`src/rtl/complex_multiply_pipe.sv`:
```
// complex_multiply_pipe: three-stage streaming complex multiplier, A*B or A*conj(B),
// with round-half-up, arithmetic shift and saturation to OUT_WIDTH.
// A single global stall freezes every stage while the output is valid but not accepted.
// Optional macro COMPLEX_MULTIPLY_PIPE_SAT_FLAG_EN adds sat_out, a per-sample clamp flag.
module complex_multiply_pipe #(
  parameter int DATA_WIDTH = 16,
  parameter int OUT_WIDTH  = 16,
  parameter int SHIFT      = 15
) (
  input  logic                         clk_in,
  input  logic                         rst_n_in,
  input  logic signed [DATA_WIDTH-1:0] i0_in,
  input  logic signed [DATA_WIDTH-1:0] q0_in,
  input  logic signed [DATA_WIDTH-1:0] i1_in,
  input  logic signed [DATA_WIDTH-1:0] q1_in,
  input  logic                         conj_in,
  input  logic                         last_in,
  input  logic                         valid_in,
  output logic                         ready_out,
  output logic signed [OUT_WIDTH-1:0]  i_out,
  output logic signed [OUT_WIDTH-1:0]  q_out,
  output logic                         last_out,
  output logic                         valid_out,
`ifdef COMPLEX_MULTIPLY_PIPE_SAT_FLAG_EN
  output logic                         sat_out,
`endif
  input  logic                         ready_in
);

  localparam int STAGES = 3;
  localparam int PW     = 2*DATA_WIDTH;      // product of two DATA_WIDTH operands
  localparam int BW     = DATA_WIDTH + 1;    // negated Q of B: -min must be representable
  localparam int W      = 2*DATA_WIDTH + 2;  // sum/difference of products, cannot overflow
  localparam int WR     = W + 1;             // headroom for the rounding constant

  localparam logic signed [WR-1:0] RND     = (WR'(1) << SHIFT) >> 1;
  localparam logic signed [WR-1:0] SAT_MAX = (WR'(1) << (OUT_WIDTH-1)) - WR'(1);
  localparam logic signed [WR-1:0] SAT_MIN = -(WR'(1) << (OUT_WIDTH-1));

  logic [STAGES:1] vld_pipe;
  logic            stall;

  logic signed [DATA_WIDTH-1:0] s1_ai, s1_aq, s1_bi;
  logic signed [BW-1:0]         s1_bq;
  logic                         s1_last;

  logic signed [PW-1:0] s2_ii, s2_qi;
  logic signed [PW:0]   s2_qq, s2_iq;
  logic                 s2_last;

  logic signed [WR-1:0]        re_full, im_full, re_rnd, im_rnd;
  logic signed [OUT_WIDTH-1:0] re_sat, im_sat;

  assign stall     = valid_out && !ready_in;
  assign ready_out = !stall;
  assign valid_out = vld_pipe[STAGES];

  function automatic logic signed [WR-1:0] clamp(input logic signed [WR-1:0] v);
    if (v > SAT_MAX) return SAT_MAX;
    if (v < SAT_MIN) return SAT_MIN;
    return v;
  endfunction

  // Valid shift register; bubbles travel with the data and are not squeezed out.
  always_ff @(posedge clk_in or negedge rst_n_in) begin
    if (!rst_n_in)   vld_pipe <= '0;
    else if (!stall) vld_pipe <= {vld_pipe[STAGES-1:1], valid_in};
  end

  // Datapath stages 1 and 2: capture operands (conjugating B), then form the four products.
  always_ff @(posedge clk_in) begin
    if (!stall) begin
      s1_ai   <= i0_in;
      s1_aq   <= q0_in;
      s1_bi   <= i1_in;
      s1_bq   <= conj_in ? -BW'(q1_in) : BW'(q1_in);
      s1_last <= last_in;
      s2_ii   <= PW'(s1_ai) * PW'(s1_bi);
      s2_qi   <= PW'(s1_aq) * PW'(s1_bi);
      s2_qq   <= (PW+1)'(s1_aq) * (PW+1)'(s1_bq);
      s2_iq   <= (PW+1)'(s1_ai) * (PW+1)'(s1_bq);
      s2_last <= s1_last;
    end
  end

  // Stage 3 combine: full-precision sum, round half up, shift, clamp.
  always_comb begin
    re_full = WR'(s2_ii) - WR'(s2_qq);
    im_full = WR'(s2_iq) + WR'(s2_qi);
    re_rnd  = (re_full + RND) >>> SHIFT;
    im_rnd  = (im_full + RND) >>> SHIFT;
    re_sat  = OUT_WIDTH'(clamp(re_rnd));
    im_sat  = OUT_WIDTH'(clamp(im_rnd));
  end

  // Output register, cleared by reset and frozen while stalled.
  always_ff @(posedge clk_in or negedge rst_n_in) begin
    if (!rst_n_in) begin
      i_out    <= '0;
      q_out    <= '0;
      last_out <= 1'b0;
    end else if (!stall) begin
      i_out    <= re_sat;
      q_out    <= im_sat;
      last_out <= s2_last;
    end
  end

`ifdef COMPLEX_MULTIPLY_PIPE_SAT_FLAG_EN
  logic clip;
  assign clip = (re_rnd > SAT_MAX) || (re_rnd < SAT_MIN) ||
                (im_rnd > SAT_MAX) || (im_rnd < SAT_MIN);

  // Clamp flag registered alongside the data it describes.
  always_ff @(posedge clk_in or negedge rst_n_in) begin
    if (!rst_n_in)   sat_out <= 1'b0;
    else if (!stall) sat_out <= clip;
  end
`endif

endmodule

```
`config.mk`:
```
export PLATFORM = sky130hd
export DESIGN_NAME = complex_multiply_pipe
export DESIGN_NICKNAME = d
export VERILOG_FILES = /design/src/rtl/complex_multiply_pipe.sv
export SDC_FILE = /design/constraint.sdc
export NUM_CORES = 2
export LEC_CHECK = 0
export BUFFER_PORTS_ARGS = -buffer_cell sky130_fd_sc_hd__clkbuf_2
export CORE_UTILIZATION = 55
export CTS_CLUSTER_DIAMETER = 100
export DETAILED_ROUTE_END_ITERATION = 8
export PLACE_DENSITY = 0.82
export SYNTH_ARGS = -nofsm -noshare
export SYNTH_HDL_FRONTEND = slang
export SYNTH_SLANG_ARGS = --single-unit
```
`constraint.sdc`:
```
create_clock -name clk_in -period 8.8 [get_ports clk_in]
set_clock_uncertainty 0.15 [all_clocks]
set_input_delay 0.88 -clock clk_in [delete_from_list [all_inputs] [get_ports clk_in]]
set_output_delay 0.88 -clock clk_in [all_outputs]
set_load 0.01 [all_outputs]
```
# ---- Word-level counts from Yosys, hierarchy flattened
# Cells that the tools add are included.
dict set report classes {
  n_mux 15
  n_lt_le_gt_ge 4
  n_reduce_logical 3
  multipliers 4
  addsub 5
}
# operator count
set op_table {}
lappend op_table {{16-bit 2-to-1 mux} 8}
lappend op_table {{34-bit by 16-bit adder with 35-bit output (second input constant)} 2}
lappend op_table {{16-bit by 17-bit multiplier with 33-bit output} 2}
lappend op_table {{16-bit by 16-bit multiplier with 32-bit output} 2}
lappend op_table {{20-bit by 16-bit > comparator with 1-bit output (second input constant)} 2}
lappend op_table {{20-bit by 16-bit < comparator with 1-bit output (second input constant)} 2}
lappend op_table {{33-bit by 32-bit adder with 34-bit output} 1}
lappend op_table {{32-bit by 33-bit subtractor with 34-bit output} 1}
lappend op_table {{17-bit 2-to-1 mux} 1}
lappend op_table {{16-bit negation with 17-bit output} 1}
lappend op_table {{1-bit 2-to-1 mux} 6}
lappend op_table {{1-bit zero test} 2}
lappend op_table {{1-bit logical AND} 1}
dict set report totals {
  output_inout_bits 35
  regBits 233
  input_bits 70
  word_cells 45
}

# ---- Longest topological paths before layout
dict set report logic_depth {
  depth_word 7
  ltp_mapped 25
  ltp_nobuf 24
}

# ---- Worst setup path before layout
# Ideal clock, no wire load.
dict set report synth_path {
  kind {input -> output}
  from {in ready_in}
  to {out ready_out}
  path_stages 3
  arrival_ps 6641
  path_buffers 1
  required_time_ps 7770
  setup_slack_ps 1129
  path_cell_list {nor2b_1 -> clkinv_1 -> clkbuf_1}
}
dict set report synth_via {
  elab_chain_len 3
}
# item line
set synth_lines {}
lappend synth_lines {{from (decl)} 27} ;# input logic ready_in
lappend synth_lines {{1-bit zero test} 54} ;# assign stall = valid_out && !ready_in;
lappend synth_lines {{1-bit logical AND} 54}
lappend synth_lines {{1-bit zero test} n/a}
lappend synth_lines {{to (decl)} 19} ;# output logic ready_out,
# Every way passes these cells.

# ---- Final worst setup path
dict set report layout_path {
  from {reg s1_bq[6]}
  to {reg s2_iq[23] (data pin)}
}
dict set report layout_via {
  elab_chain_len 1
}
# item line
set layout_lines {}
lappend layout_lines {{from (decl)} 44} ;# logic signed [BW-1:0] s1_bq;
lappend layout_lines {{from (signal assigned)} 76} ;# s1_bq <= conj_in ? -BW'(q1_in) : BW'(q1_in);
lappend layout_lines {{16-bit by 17-bit multiplier with 33-bit output} 81} ;# s2_iq <= (PW+1)'(s1_ai) * (PW+1)'(s1_bq);
lappend layout_lines {{to (signal assigned)} 81}
lappend layout_lines {{to (decl)} 48} ;# logic signed [PW:0] s2_qq, s2_iq;
# Every way passes these cells.
# A chain may end at the register's enable or synchronous reset.

==> impl_metrics.yaml <==
synth:
  synthAdderAreaFrac_pct: 53.43
  yosys.area.top_type: "fa_1"
  synth_fp_nets: 6852
  yosys_warnings: 0
  yosysUniqueCellTypes: 77
  yosys.area_share.simple_pct: 13.51
  ys_ff_latch: 233
  avgSynthCellArea_um2: 9.749
  syn-instance-count: 5245
  synth-xor-area-share_pct: 3.015
  synth_area_leaders: "fa_1 (42%), edfxtp_1 (12%), ha_1 (11%)"
  synth_compound_area_share_pct: 6.110
  synth_area_mm2: 0.05113
  synth_top_family_by_area: "adder cells"
  synth_top_area_share_pct: 42.13
  synth-seq-area-share_pct: 13.33
  synth_edf_count: 197
  muxShareOfSynthArea_pct: 0.04160
  ys.flop_type: "edfxtp_1"
  async_flop_share_pct: 15.45
sta:
  tns_ns: 0
  report.final.hold_viol_count: 0
  slew_viol_final: 0
  max_freq_mhz: 126.4
  rsz0062_at_grt: "no"
  worstMarginPinSlew_ns: 1.465
  setup_viol: 0
  period_share_pct: 89.90
  max-slew-margin-rel_pct: 2.328
  final.min_clock_period_ns: 7.911
routing:
  met3_length_um: 10140
  dr.pass1.iters: 8
  vias: 36400
  postRouteAntennaNets: 0
  drc: 0
  drt_wl_total_um: 121000
  wl_met1_um: 45690
  routed.top_layer: "met4"
  vias_per_cell: 5.578
  wl_met2_um: 57540
  detail_route.wl_per_cell_um: 18.54
  drt-initial-drc-count: 2974
final_layout:
  area_growth_pct: 5.890
  drive_gt1_share_pct: 4.714
  multiInputGateArea_mm2: 0.03891
  n_fill_cell: 7535
  insertedDiodeCount: 0
  seq_area_mm2: 0.006817
  design_area_mm2: 0.05414
  fin_cells: 6525
  layout_common_cells: "inv_1 (1230), fa_1 (1076), nand2_1 (570)"
  nets: 6862
  final_common_cell: "inv_1"
worst_setup_path:
  crit_arrival_ns: 8.14
  critical-path-slowest-cell: "edfxtp_1"
  worstPathRequired_ns: 9.03
  cp_slowest_stage_delay_ns: 1.34
  crit_family: "adder cells"
  critPathMostFrequentCell: "fa_1"
  critical_path_class: "register to register"
  cp_cell_sequence: "nand2_1 > fa_1 > inv_1 > fa_1 > fa_1 > fa_1 > fa_1 > inv_1 > fa_1 > inv_1 > ha_1 > a21o_1 > a21oi_1 > nor2b_1 > o21ai_0 > o21ai_0 > a2111oi_0 > nor2_1 > a21oi_1 > o21bai_1 > xor2_1"
  cp-end-kind: "register"
  start_kind: "register"
  crit_path_max_fanout: 32
  worst-path-buf-inv: 3
  r2r_slack_ns: 0.89
worst_hold_path:
  hold_class: "input port to asynchronous set/reset pin"
die:
  core.rowCount: 111
  die-area_mm2: 0.09419
  die_h_um: 306.9
  core_mm2: 0.09194
  io_pins: 105
  die_x_um: 306.9
  initial_core_util_pct: 55.61
clocking:
  clk_pin_slew_ns: 0.06
  cts.path.max_buffers: 3
  ctsResizeCount: 0
  post_cts_buffers: 0
  root_buffer: "clkbuf_16"
  cts_tree: "done"
  cts-hold-fix-buffers: 0
  clkLatencyLatePin_ns: 0.58
  cts-buffers-inserted: 35
  cts.sinks: 233
  cts_htree_levels: 2
global_route:
  grt_max_degree: 76
  grt_pass1_vias: 39650
  grt_pass1_wl_um: 201800
  antenna_found_initial: 1
  overflow: 0
  grtUsageTotal_pct: 27.16
placement:
  place.detailed.hpwl_um: 95390
  gp_congestion: 0.8957
  io_buffer_count: 104
  placed_area_mm2: 0.05301
  dp_cells: 6461
run_status:
  status: "completed"
job:
  drv_cap: 0
==> per-layer routing <==
layer / vias up / GRT usage, %
met4: 0 / 13.87
met5: - / 0
met3: 394 / 4.473
li1: 15900 / -
met1: 18440 / 34.73
met2: 1664 / 44.74
==> area by class of cell <==
| type | instances | share of cell area [%] |
|---|---|---|
| clock buffers | 48 | 1.765 |
| clock inverters | 16 | 0.3374 |
| inverters | 1231 | 8.548 |
| multi-input cells | 3574 | 71.87 |
| flip-flops and latches | 233 | 12.59 |
| well taps | 1243 | 2.872 |
| repair buffers | 180 | 2.015 |
==> metrics by stage <==
step	hold WS, ns	setup slack, ns	util [%]
after floorplan	0.2503	1.129	-
after global placement	0.2528	1.217	57.65
after detailed placement	0.2757	1.068	57.65
after CTS	0.2352	1.016	58.89
after global routing	0.2666	0.5622	58.89
final	0.2201	0.8890	58.89
==> synth_stat cells, types with 3 or more instances <==
library cell  number
a221o_1           17
a21oi_1          129
inv_1           1230
a211oi_1          10
nor3_1            41
ha_1             461
nor2_1           132
and3_1            12
nand2b_1          33
o211ai_1           4
dfrtp_1           36
a211o_1            8
fa_1            1076
a221oi_1           5
or4_1              3
o21ai_0           79
nor4_1             6
edfxtp_1         197
o31ai_1           12
or3_1              7
buf_1              3
and4_1             7
o21a_1            14
o22a_1            15
clkbuf_1         199
a2111oi_0          6
a311oi_1           4
xnor2_1          140
o31a_1             3
o21bai_1          28
and2_1           518
a2111o_1           4
or2_2              4
a31oi_1           16
nand4_1           14
o21ai_1            6
buf_2              5
xor2_1            36
nor2b_1           18
a21o_1            67
nand3_1           23
a22oi_1            4
nand2_1          570
==> state kept, by name, indices dropped and copies added, names as in the netlist <==
signal,count
vld_pipe,3
s2_iq,33
s2_ii,32
s1_last,1
i_out,16
s2_last,1
s1_ai,16
s2_qq,33
q_out,16
s1_bq,17
last_out,1
s2_qi,32
s1_aq,16
s1_bi,16
==> final timing paths <==
kind,from,to,cells after the start
max in group asynchronous,rst_n_in,i_out[9],2
worst max register to register,s1_bq[6],s2_iq[23],21
worst min-delay path,rst_n_in,q_out[11],2
worst min register to register,s1_last,s2_last,0
worst max-delay path,s1_bq[6],s2_iq[23],21
min in group clk_in,s1_last,s2_last,0
==> worst register-to-register path: stages, from the launching register on <==
cell and delay, ns:
edfxtp_1 1.34, nand2_1 0.24, fa_1 0.59, inv_1 0.06
fa_1 0.55, fa_1 0.45, fa_1 0.46, fa_1 0.49
inv_1 0.05, fa_1 0.47, inv_1 0.04, ha_1 0.33
a21o_1 0.20, a21oi_1 0.17, nor2b_1 0.12, o21ai_0 0.20
o21ai_0 0.19, a2111oi_0 0.88, nor2_1 0.18, a21oi_1 0.20
o21bai_1 0.09, xor2_1 0.28
==> logic make-up after synthesis <==
family	after synthesis
AOI/OAI and AO/OA	465
adders and majority gates	1538
muxes	2
buffers and inverters	1438
and+or+nand+nor	1393
xor gates and xnor gates	176
DFF	233
Power is left out: the tool's default activity adds up to more than one toggle a clock period on the data nets, which glitch-free logic cannot reach.
